[config.mk]
export PLATFORM = sky130hd
export DESIGN_NAME = cvxif_result_tracker
export DESIGN_NICKNAME = d
export VERILOG_FILES = /design/src/rtl/cvxif_result_tracker.sv
export SDC_FILE = /design/constraint.sdc
export NUM_CORES = 1
export LEC_CHECK = 0
export CAP_MARGIN = 10
export CORE_MARGIN = 2
export CORE_UTILIZATION = 58
export DETAILED_ROUTE_END_ITERATION = 7
export PLACE_DENSITY = 0.85
export SYNTH_ARGS = -nofsm -noshare
export SYNTH_HDL_FRONTEND = slang
export SYNTH_SLANG_ARGS = --single-unit
[constraint.sdc]
create_clock -name clk_i -period 15.8 [get_ports clk_i]
set_input_delay 4.74 -clock clk_i [delete_from_list [all_inputs] [get_ports clk_i]]
set_output_delay 4.74 -clock clk_i [all_outputs]
set_load 0.02 [all_outputs]
[src/rtl/cvxif_result_tracker.sv]
// Tracks offloaded CV-X-IF transactions and turns coprocessor results and rejects
// into scoreboard writebacks, buffered so a same-cycle result and reject both retire.
module cvxif_result_tracker #(
  parameter int XLEN            = 64,
  parameter int ID_BITS         = 3,
  parameter int MAX_OUTSTANDING = 4,
  parameter int FIFO_DEPTH      = 4
) (
  input  logic                                 clk_i,
  input  logic                                 rst_i,
  input  logic                                 flush_i,
  input  logic                                 issue_valid_i,
  output logic                                 issue_ready_o,
  input  logic [ID_BITS-1:0]                   issue_id_i,
  input  logic [31:0]                          issue_instr_i,
  input  logic                                 issue_accept_i,
  input  logic                                 issue_writeback_i,
  input  logic                                 result_valid_i,
  output logic                                 result_ready_o,
  input  logic [ID_BITS-1:0]                   result_id_i,
  input  logic [XLEN-1:0]                      result_data_i,
  input  logic                                 result_exc_i,
  input  logic [5:0]                           result_exccode_i,
  output logic                                 wb_valid_o,
  output logic [ID_BITS-1:0]                   wb_trans_id_o,
  output logic [XLEN-1:0]                      wb_data_o,
  output logic                                 wb_we_o,
  output logic                                 wb_ex_valid_o,
  output logic [XLEN-1:0]                      wb_ex_cause_o,
  output logic [XLEN-1:0]                      wb_ex_tval_o,
  output logic                                 spurious_o,
  output logic [$clog2(MAX_OUTSTANDING+1)-1:0] outstanding_o
);
  localparam int NUM_IDS = 2 ** ID_BITS;
  localparam int OW      = $clog2(MAX_OUTSTANDING + 1);
  localparam int FCW     = $clog2(FIFO_DEPTH + 1);
  localparam int PW      = $clog2(FIFO_DEPTH);

  typedef struct packed {
    logic [ID_BITS-1:0] id;
    logic [XLEN-1:0]    data;
    logic               we;
    logic               ex;
    logic [5:0]         cause;
    logic [31:0]        tval;
  } wb_entry_t;

  logic [NUM_IDS-1:0] tracked_q, tracked_d, wb_flag_q, wb_flag_d;
  logic [OW-1:0]      outstanding_q, outstanding_d;
  wb_entry_t          mem_q [FIFO_DEPTH];
  wb_entry_t          mem_d [FIFO_DEPTH];
  logic [PW-1:0]      rd_ptr_q, rd_ptr_d, wr_ptr_q, wr_ptr_d;
  logic [FCW-1:0]     cnt_q, cnt_d;
  wb_entry_t          wb_q, wb_d;
  logic               wb_valid_q, wb_valid_d;
  logic               spurious_q, spurious_d;

  logic               fifo_room, issue_fire, result_fire, acc_fire, res_hit, rej;
  logic [1:0]         n_push;
  wb_entry_t          res_entry, rej_entry, p0;

  // Two free slots are always reserved so a result and a reject can land together.
  assign fifo_room      = cnt_q <= FCW'(FIFO_DEPTH - 2);
  assign issue_ready_o  = (outstanding_q < OW'(MAX_OUTSTANDING)) & ~tracked_q[issue_id_i] & fifo_room;
  assign result_ready_o = fifo_room;

  assign issue_fire  = issue_valid_i & issue_ready_o;
  assign result_fire = result_valid_i & result_ready_o;
  assign acc_fire    = issue_fire & issue_accept_i;
  assign rej         = issue_fire & ~issue_accept_i;
  assign res_hit     = result_fire & tracked_q[result_id_i];
  assign n_push      = {1'b0, res_hit} + {1'b0, rej};

  always_comb begin
    res_entry       = '0;
    res_entry.id    = result_id_i;
    res_entry.data  = result_data_i;
    res_entry.we    = wb_flag_q[result_id_i] & ~result_exc_i;
    res_entry.ex    = result_exc_i;
    res_entry.cause = result_exccode_i;
    rej_entry       = '0;
    rej_entry.id    = issue_id_i;
    rej_entry.ex    = 1'b1;
    rej_entry.cause = 6'd2;
    rej_entry.tval  = issue_instr_i;
    p0              = res_hit ? res_entry : rej_entry;
  end

  always_comb begin
    tracked_d     = tracked_q;
    wb_flag_d     = wb_flag_q;
    outstanding_d = outstanding_q;
    mem_d         = mem_q;
    rd_ptr_d      = rd_ptr_q;
    wr_ptr_d      = wr_ptr_q;
    cnt_d         = cnt_q;
    wb_d          = '0;
    wb_valid_d    = 1'b0;
    spurious_d    = 1'b0;
    if (flush_i) begin
      tracked_d     = '0;
      outstanding_d = '0;
      rd_ptr_d      = '0;
      wr_ptr_d      = '0;
      cnt_d         = '0;
    end else begin
      if (acc_fire) begin
        tracked_d[issue_id_i] = 1'b1;
        wb_flag_d[issue_id_i] = issue_writeback_i;
      end
      if (res_hit) tracked_d[result_id_i] = 1'b0;
      outstanding_d = outstanding_q + OW'(acc_fire) - OW'(res_hit);
      spurious_d    = result_fire & ~tracked_q[result_id_i];
      if (cnt_q != '0) begin
        wb_d       = mem_q[rd_ptr_q];
        wb_valid_d = 1'b1;
        rd_ptr_d   = rd_ptr_q + PW'(1);
        if (n_push != 2'd0) mem_d[wr_ptr_q] = p0;
        if (n_push == 2'd2) mem_d[wr_ptr_q + PW'(1)] = rej_entry;
        wr_ptr_d = wr_ptr_q + PW'(n_push);
        cnt_d    = cnt_q - FCW'(1) + FCW'(n_push);
      end else if (n_push != 2'd0) begin
        // Empty buffer: first push bypasses straight into the output register.
        wb_d       = p0;
        wb_valid_d = 1'b1;
        if (n_push == 2'd2) begin
          mem_d[wr_ptr_q] = rej_entry;
          wr_ptr_d        = wr_ptr_q + PW'(1);
          cnt_d           = FCW'(1);
        end
      end
    end
  end

  always_ff @(posedge clk_i) begin
    if (rst_i) begin
      tracked_q     <= '0;
      wb_flag_q     <= '0;
      outstanding_q <= '0;
      rd_ptr_q      <= '0;
      wr_ptr_q      <= '0;
      cnt_q         <= '0;
      wb_q          <= '0;
      wb_valid_q    <= 1'b0;
      spurious_q    <= 1'b0;
    end else begin
      tracked_q     <= tracked_d;
      wb_flag_q     <= wb_flag_d;
      outstanding_q <= outstanding_d;
      rd_ptr_q      <= rd_ptr_d;
      wr_ptr_q      <= wr_ptr_d;
      cnt_q         <= cnt_d;
      wb_q          <= wb_d;
      wb_valid_q    <= wb_valid_d;
      spurious_q    <= spurious_d;
    end
  end

  always_ff @(posedge clk_i) begin
    mem_q <= mem_d;
  end

  logic [FCW:0] fill_total;
  assign fill_total = {1'b0, cnt_q} + (FCW + 1)'(n_push);

  a_no_overflow: assert property (@(posedge clk_i) disable iff (rst_i || flush_i)
    fill_total <= (FCW + 1)'(FIFO_DEPTH + 1));

  assign wb_valid_o    = wb_valid_q;
  assign wb_trans_id_o = wb_q.id;
  assign wb_data_o     = wb_q.data;
  assign wb_we_o       = wb_q.we;
  assign wb_ex_valid_o = wb_q.ex;
  assign wb_ex_cause_o = XLEN'(wb_q.cause);
  assign wb_ex_tval_o  = XLEN'(wb_q.tval);
  assign spurious_o    = spurious_q;
  assign outstanding_o = outstanding_q;
endmodule

[Word level (Yosys, flattened, before mapping)]
Cells that the tools add are included.
Storage, ports and cells
  memories: 0
  bits in latches: 0
  output and inout bits: 204
  memory bits (read-only): 0
  word-level logic and storage cells: 132
  bits in writable memories: 0
  bits of input ports: 116
  register bits: 563
Cells by class
  bitwise logic cells: 20
  multiplexer cells: 42
  order comparisons: 11
  reductions and logical operators: 12
  multipliers: 0
  add/subtract/negate cells: 8
  shift operators: 0
  equal/unequal tests: 1
  divide/modulo/power cells: 0
Operator list (number)
  428-bit two-way mux: 7
  428-bit bitwise mux: 3
  107-bit two-way mux: 7
  107-bit demux with 2-bit select: 2
  107-bit binary-select mux with 2-bit select: 1
  8-bit two-way mux: 3
  1-bit bitwise AND: 9
  1-bit binary-select mux with 3-bit select: 3
  3-bit >= comparator, second input constant: 3
  3-bit two-way mux: 3
  2-bit inverter with 3-bit output: 3
  8-bit bitwise AND: 1
  8-bit bitwise mux: 1
  3-bit by 4-bit < comparator with 1-bit output, second input constant: 2
  8-bit inverter: 1
  8-bit bitwise OR: 1
  1-bit two-way mux: 7
  1-bit demux with 3-bit select: 2
  3-bit by 1-bit >= comparator with 1-bit output, second input constant: 2
  3-bit by 1-bit < comparator with 1-bit output, second input constant: 2
  2-bit two-way mux: 3
  2-bit nonzero test: 3
  1-bit inverter: 5
  2-bit by 1-bit adder with 2-bit output, second input constant: 2
  14 further kinds: 18

[Longest topological paths before layout]
Gate-level depths: netlist (run 1).
  depth after elaboration: 15
  mapped depth: 15
  gate-level depth less buffers: 13

[Worst setup path before layout (run 1)]
Ideal clock, no wire load.
  path kind: input-to-reg
  from: in issue_id_i[0]
  to: reg mem_q[0] (netlist bit) (enable)
  stages: 12
  path buffers: 3
  library setup time: 0.574 ns
  slack: 3.560 ns
  arrival: 11.666 ns
  data required time: 15.226 ns
  cells stage by stage: buf_2 > mux2_1 > a222oi_1 > and2_1 > nand2_1 > nor2_1 > ha_1 > clkbuf_1 > nor2b_1 > clkbuf_1 > a21oi_1 > nor2_1
On the way
  longest elaborated chain between the ends: 11
  elaborated cells between the ends (all ways): 13
  those cells by class: 1 x add/sub; 1 x eq/ne; 2 x mux; 5 x bitwise; 4 x reduce/logical
Ends and longest elaborated chain
  from (decl): RTL line 14  | input logic [ID_BITS-1:0] issue_id_i,
  1-bit binary-select mux with 3-bit select (*): RTL line 64  | assign issue_ready_o = (outstanding_q < OW'(MAX_OUTSTANDING)) & ~tracked_q[issue_id_i] & fifo_room;
  1-bit two-way mux (implied by the code) (*): RTL line 64
  1-bit inverter (*): RTL line 64
  1-bit bitwise AND (*) (2 in series): RTL line 64
  via issue_ready_o: RTL line 13  | output logic issue_ready_o,
  1-bit bitwise AND (*): RTL line 67  | assign issue_fire = issue_valid_i & issue_ready_o;
  1-bit bitwise AND (*): RTL line 70  | assign rej = issue_fire & ~issue_accept_i;
  1-bit by 1-bit adder with 2-bit output (*): RTL line 72  | assign n_push = {1'b0, res_hit} + {1'b0, rej};
  2-bit equality test / 2-bit nonzero test (equally long branches): RTL line 126, 122
  2-bit nonzero test (no line)
  3-bit AND reduction (no line) (*)
  to (signal assigned): RTL line 160  | mem_q <= mem_d;
  to (decl): RTL line 50  | wb_entry_t mem_q [FIFO_DEPTH];
Mark *: on every way through the listed nets, which the timed path passes. The rest lies on a longest branch. The select of a mux whose other input is x is not followed.
A chain may end at the register's enable or synchronous reset.

[Worst setup path after layout (run 1)]
  from: in issue_id_i[0]
  to: out issue_ready_o
On the way
  longest elaborated chain between the ends: 5
Ends and longest elaborated chain (RTL line)
  1-bit binary-select mux with 3-bit select: 64
  1-bit two-way mux (implied by the code): 64
  1-bit inverter: 64
  1-bit bitwise AND (2 in series): 64
  to (decl): 13
No other way between the ends. The select of a mux whose other input is x is not followed.

==> results of run 1 <==
-- synth_stat cells (16+ instances only) --
cell type / count
sky130_fd_sc_hd__buf_2: 35
sky130_fd_sc_hd__nor2_1: 50
sky130_fd_sc_hd__a22o_1: 161
sky130_fd_sc_hd__a21oi_1: 373
sky130_fd_sc_hd__buf_4: 123
sky130_fd_sc_hd__nand2_1: 370
sky130_fd_sc_hd__dfxtp_1: 135
sky130_fd_sc_hd__edfxtp_1: 428
sky130_fd_sc_hd__nand3_1: 352
sky130_fd_sc_hd__o21ai_0: 19
sky130_fd_sc_hd__buf_1: 16
sky130_fd_sc_hd__mux4_2: 109
sky130_fd_sc_hd__clkbuf_1: 146
-- state kept, by name, indices dropped and copies added, names as in the netlist --
signal / cells
mem_q: 428
wb_data_o: 64
wb_ex_tval_o: 32
tracked_q: 8
wb_flag_q: 8
wb_ex_cause_o: 6
cnt_q: 3
outstanding_o: 3
wb_trans_id_o: 3
rd_ptr_q: 2
wr_ptr_q: 2
spurious_o: 1
wb_ex_valid_o: 1
wb_valid_o: 1
wb_we_o: 1
-- per-stage QoR --
| stage | hold slack [ns] | power (W) | instances | worst slack [ns] |
|---|---|---|---|---|
| final | 0.5003 | 0.003150 | 3243 | 3.712 |
| after global placement | 0.4732 | 0.001812 | 3131 | 3.704 |
| after floorplan | 0.4582 | 0.001751 | 2579 | 3.560 |
| after detailed placement | 0.4911 | 0.001816 | 3131 | 3.730 |
| after CTS | 0.5051 | 0.003149 | 3239 | 3.713 |
| after global routing | 0.5270 | 0.003218 | 3241 | 3.565 |
-- worst max-delay path, stage by stage --
cell and delay [ns]:
sky130_fd_sc_hd__clkdlybuf4s50_1 0.80, sky130_fd_sc_hd__mux2_2 0.39, sky130_fd_sc_hd__a222oi_1 0.32, sky130_fd_sc_hd__buf_4 0.24, sky130_fd_sc_hd__and2_1 0.22, sky130_fd_sc_hd__clkdlybuf4s50_1 0.63
-- kinds of logic (layout without fill, tap and decap cells) --
| family | Yosys count | in the layout | synth area share [%] |
|---|---|---|---|
| muxes | 127 | 127 | 9.477 |
| and+or+nand+nor | 826 | 826 | 13.39 |
| DFF | 563 | 563 | 55.81 |
| other | 1 | 94 | 0.01345 |
| AOI/OAI and AO/OA | 612 | 612 | 13.82 |
| buffers and inverters | 339 | 384 | 6.568 |
| adders and majority gates | 15 | 15 | 0.7003 |
| xor gates and xnor gates | 7 | 7 | 0.2200 |
-- per-layer routing --
metal  up-vias  share of wire, %  track usage, %
li1       9341                 -               -
met2      1727                48           51.85
met3       316                12           7.125
met1     10660                35           40.57
met5         -             0.031               0
met4         4               4.6           14.66
-- cell type report --
class                           count  area (um^2)  share of cell area, %
Inverter                           12        45.04                 0.1418
Tap cell                          615        769.5                  2.423
Clock buffer                       85         1613                  5.079
Multi-Input combinational cell   1677        10950                  34.47
Sequential cell                   563        15560                  49.01
Timing Repair Buffer              264         2567                  8.085
Clock inverter                     23        241.5                 0.7605
Antenna cell                        4        10.01                0.03152
-- path summary, 6_finish.rpt --
kind | end | slack (ns) | depth (start not counted) | start
max reg2reg | mem_q[291] | 10.38 | 12 | tracked_q[0]
min | wb_flag_q[0] | 0.50 | 2 | wb_flag_q[0]
max | issue_ready_o | 3.71 | 6 | issue_id_i[0]
min reg2reg | wb_flag_q[0] | 0.50 | 2 | wb_flag_q[0]
-- power by group through the flow --
| stage | Combinational (W) | Clock [W] | Sequential (W) |
|---|---|---|---|
| 6_report | 0.000202 | 0.00136 | 0.00159 |
| 3_3_place_gp | 0.000191 | 0 | 0.00162 |
| 4_1_cts | 0.000197 | 0.00136 | 0.00159 |
| 2_1_floorplan | 0.000123 | 0 | 0.00163 |
| 3_5_place_dp | 0.000196 | 0 | 0.00162 |
| 5_1_grt | 0.000213 | 0.00142 | 0.00159 |
==> results.toml, run 1 <==
[run_status]
run_status = "finished, final reports clean"

[timing]
final-hold-violation-count = 0
setup_tns_ns = 0
count_of_pins_over_their_slew_limit = 0
grt_setup_unrepaired = "false"
fin_crit_sh_pct = 76.50
finClkSkew_ns = 0.01957
setup-violations-final = 0
period_minus_slack_ns = 12.09
tightest_slew_ns = 1.255
slew-limit-headroom_pct = 16.36
achievable_freq_mhz = 82.73

[layout]
final_common_cell = "sky130_fd_sc_hd__edfxtp_1"
mostFrequentLayoutCells = "428 x sky130_fd_sc_hd__edfxtp_1, 373 x sky130_fd_sc_hd__a21oi_1, 366 x sky130_fd_sc_hd__nand2_1"
post-route-cell-area_um2 = 31750
flow.area_growth_from_synthesis_pct = 13.93
utilization_pct = 66.79
drive_gt1_share_pct = 10.10
final_net_count = 2706
final.fill_count = 3412

[clocking]
clk_pin_slew_worst_paths_ns = 0.06
clk_root_buffer_cell = "sky130_fd_sc_hd__clkbuf_16"
cts_made_buffers = 57
post_cts_buffers = 0
cts.hold.buffers_added = 0
cts.sinks = 563
cts_tree = "done"
clk_latency_ns = 0.63
cts_resized = 0
ctsHtreeMaxLevel = 2
ctsLongestPathBuffers = 3

[critical_path]
timing_worst_setup_path_type = "in2out"
critPathArrivalTime_ns = 7.35
endpoint_kind = "output pin"
cp-start-kind = "primary input"
timing.critical_path.fanout_max = 14
critical_path_required_ns = 11.06

[synthesis]
ys_seq_area_share_pct = 55.81
synth.avg_cell_area_um2 = 11.19
syn_area_um2 = 27870
ys.warnings.count = 0
ys_async_sr_fraction_pct = 0
synth.top_cells.by_area = "sky130_fd_sc_hd__edfxtp_1 46%, sky130_fd_sc_hd__dfxtp_1 9.7%, sky130_fd_sc_hd__mux4_2 8.8%"
ys.flop_type = "sky130_fd_sc_hd__edfxtp_1"
netlist-cell-type-count = 53
synth_top_cell_area_share_pct = 46.11
postSynthRegisterBits = 563
yosysTopAreaCell = "sky130_fd_sc_hd__edfxtp_1"
synth_edf_count = 428
number_of_cells_produced_by_synthesis = 2490

[detailed_routing]
avgRoutedWirePerCell_um = 24.78
first_pass_iters = 8
remaining_drc_errors = 0
totalWireLength_um = 80350
routed-via-count = 22048
route.detailed.vias_per_inst = 6.799
drtAntennaViolNets = 0
drt-initial-drc-count = 3536

[place]
postPlaceCellArea_um2 = 29890
place_hpwl_um = 42910
port_buffers = 229
final_gp_congestion = 0.8688

[grt]
grt_start_max_net_pins = 237
globalRouteTotalUtil_pct = 31.71
grt_overflow_total = 0
grt_pass1_wl_um = 124100
antenna_violations_before_repair = 5
via_count_of_the_first_global_routing_pass = 22344

[power]
power.density_cell_area_nw_per_um2 = 99.21
leakagePower_nw = 10.53
switching_share_pct = 23.08
netSwitchingPower_w = 0.0007273
cellInternalPower_w = 0.002423
sequential_group_share_of_total_power_pct = 50.4
ir_worst_vdd_v = 0.00009231
clkPwrFrac_pct = 43.2
combPwrFrac_pct = 6.4

[floorplanning]
floorplan.die.width_um = 223.2
fp.dieArea_um2 = 49820
floorplan.die.height_um = 223.2
core_area_um2 = 47550
initial_utilization_pct = 58.62
top_level_ports = 320
rows = 80

[min_path]
hp-class = "reg2reg"

[job]
max_capacitance_violation_count = 0
Power figures use the tool's default switching activity.
==> inputs of run 2 (changes only) <==
--- a/config.mk
+++ b/config.mk
@@ -7,9 +7,9 @@
 export LEC_CHECK = 0
 export CAP_MARGIN = 10
 export CORE_MARGIN = 2
-export CORE_UTILIZATION = 58
+export CORE_UTILIZATION = 57
 export DETAILED_ROUTE_END_ITERATION = 7
-export PLACE_DENSITY = 0.85
+export PLACE_DENSITY = 0.84
 export SYNTH_ARGS = -nofsm -noshare
 export SYNTH_HDL_FRONTEND = slang
 export SYNTH_SLANG_ARGS = --single-unit
==> constraint.sdc (replaced) <==
create_clock -name clk_i -period 11.25 [get_ports clk_i]
set_input_delay 3.375 -clock clk_i [delete_from_list [all_inputs] [get_ports clk_i]]
set_output_delay 3.375 -clock clk_i [all_outputs]
set_load 0.02 [all_outputs]
==> results.toml, run 2 (synthesis results as in run 1) <==
[critical_path]
critPathArrivalTime_ns = 5.92
cp-start-kind = "primary input"
timing_worst_setup_path_type = "in2out"
endpoint_kind = "output pin"
timing.critical_path.fanout_max = 14
critical_path.startpoint = "issue_id_i[0]"
reg_to_reg_critical_path_startpoint = "cnt_q[1]"
critical_path_required_ns = 7.88

[floorplanning]
floorplan.die.height_um = 225.1
top_level_ports = 320
initial_utilization_pct = 57.29
rows = 81
core_area_um2 = 48650
floorplan.die.width_um = 225.1
fp.dieArea_um2 = 50680

[grt]
grt_overflow_total = 0
grt_start_max_net_pins = 237
via_count_of_the_first_global_routing_pass = 22428
grt_pass1_wl_um = 125000
globalRouteTotalUtil_pct = 31.54
antenna_violations_before_repair = 4

[layout]
final_common_cell = "sky130_fd_sc_hd__edfxtp_1"
multi_input_area_um2 = 10930
flow.area_growth_from_synthesis_pct = 14.38
reg_with_most_ffs = "mem_q"
final_net_count = 2710
largest_reg_flops = 428
drive_gt1_share_pct = 10.28
final.fill_count = 3561
ff_latch_area_um2 = 15560
mostFrequentLayoutCells = "428 x sky130_fd_sc_hd__edfxtp_1, 373 x sky130_fd_sc_hd__a21oi_1, 366 x sky130_fd_sc_hd__nand2_1"

[clocking]
cts_resized = 0
cts_tree = "done"
cts.sinks = 563
clk_latency_ns = 0.63
post_cts_buffers = 0
ctsLongestPathBuffers = 3
clk_pin_slew_worst_paths_ns = 0.06
cts_made_buffers = 58
cts.hold.buffers_added = 0
ctsHtreeMaxLevel = 2
clk_root_buffer_cell = "sky130_fd_sc_hd__clkbuf_16"

[run_status]
run_status = "finished, final reports clean"

[timing]
setup-violations-final = 0
tightest_slew_ns = 1.316
count_of_pins_over_their_slew_limit = 0
period_minus_slack_ns = 9.294
grt_setup_unrepaired = "false"
setup_tns_ns = 0
achievable_freq_mhz = 107.6
slew-limit-headroom_pct = 11.97
fin_crit_sh_pct = 82.61
finClkSkew_ns = 0.02443
final-hold-violation-count = 0
timing.hold.ws_ns = 0.4921

[detailed_routing]
routed-via-count = 22108
remaining_drc_errors = 0
drt-initial-drc-count = 3320
drtAntennaViolNets = 0
first_pass_iters = 6
avgRoutedWirePerCell_um = 24.80
totalWireLength_um = 80600
route.detailed.vias_per_inst = 6.802

[place]
port_buffers = 229
place_hpwl_um = 43620
final_gp_congestion = 0.8477

[job]
max_capacitance_violation_count = 0

[min_path]
hp-class = "reg2reg"
hold_path.startpoint = "wb_flag_q[0]"

[power]
leakagePower_nw = 10.60
power.density_cell_area_nw_per_um2 = 140.9
ir_worst_vdd_v = 0.0001426
-- run 2: per-stage QoR --
stage                     area, um^2  power, W  utilization (%)  setup slack (ns)  cells
after floorplan                28210  0.002459                -            0.3752   2579
after global routing           31880  0.004594            65.53             1.817   3250
final                          31880  0.004493            65.53             1.956   3250
after global placement         29940  0.002545            61.54             1.894   3141
after CTS                      31880  0.004497            65.53             1.954   3249
after detailed placement       29940  0.002552            61.54             1.955   3141
-- run 2: layer usage --
metal	up-vias	share of wire, %	global-route usage (%)	wire (um)
li1	9333	-	-	-
met1	10724	34	40.05	27690
met2	1785	49	52.36	39560
met3	260	13	6.636	10250
met4	6	3.8	14.19	3063
met5	-	0.045	0	36
-- run 2: area by class of cell --
type,count,share of cell area (%)
Clock buffer,89,5.361
Clock inverter,19,0.7182
Sequential cell,563,48.82
Antenna cell,1,0.007850
Inverter,12,0.1413
Tap cell,622,2.441
Timing Repair Buffer,267,8.242
Multi-Input combinational cell,1677,34.27
-- run 2: worst paths after layout --
check,to,slack [ns],depth (start not counted)
worst min-delay path,wb_flag_q[0],0.49,2
worst max-delay path,issue_ready_o,1.96,6
worst max register to register,mem_q[11],6.49,9
worst min register to register,wb_flag_q[0],0.49,2
-- run 2: where the power goes --
| part | internal (W) | switching [W] | leakage [nW] | total, W |
|---|---|---|---|---|
| clock | 0.00116 | 0.000819 | 0.954 | 0.00198 |
| combinational | 0.0000920 | 0.000192 | 4.16 | 0.000284 |
| sequential | 0.00222 | 0.00000700 | 5.49 | 0.00223 |
-- run 2: critical path, cell delays in order --
cell and delay [ns]:
sky130_fd_sc_hd__clkdlybuf4s50_1 0.77, sky130_fd_sc_hd__mux2_2 0.39, sky130_fd_sc_hd__a222oi_1 0.32, sky130_fd_sc_hd__buf_4 0.24, sky130_fd_sc_hd__and2_1 0.20, sky130_fd_sc_hd__clkdlybuf4s50_1 0.62
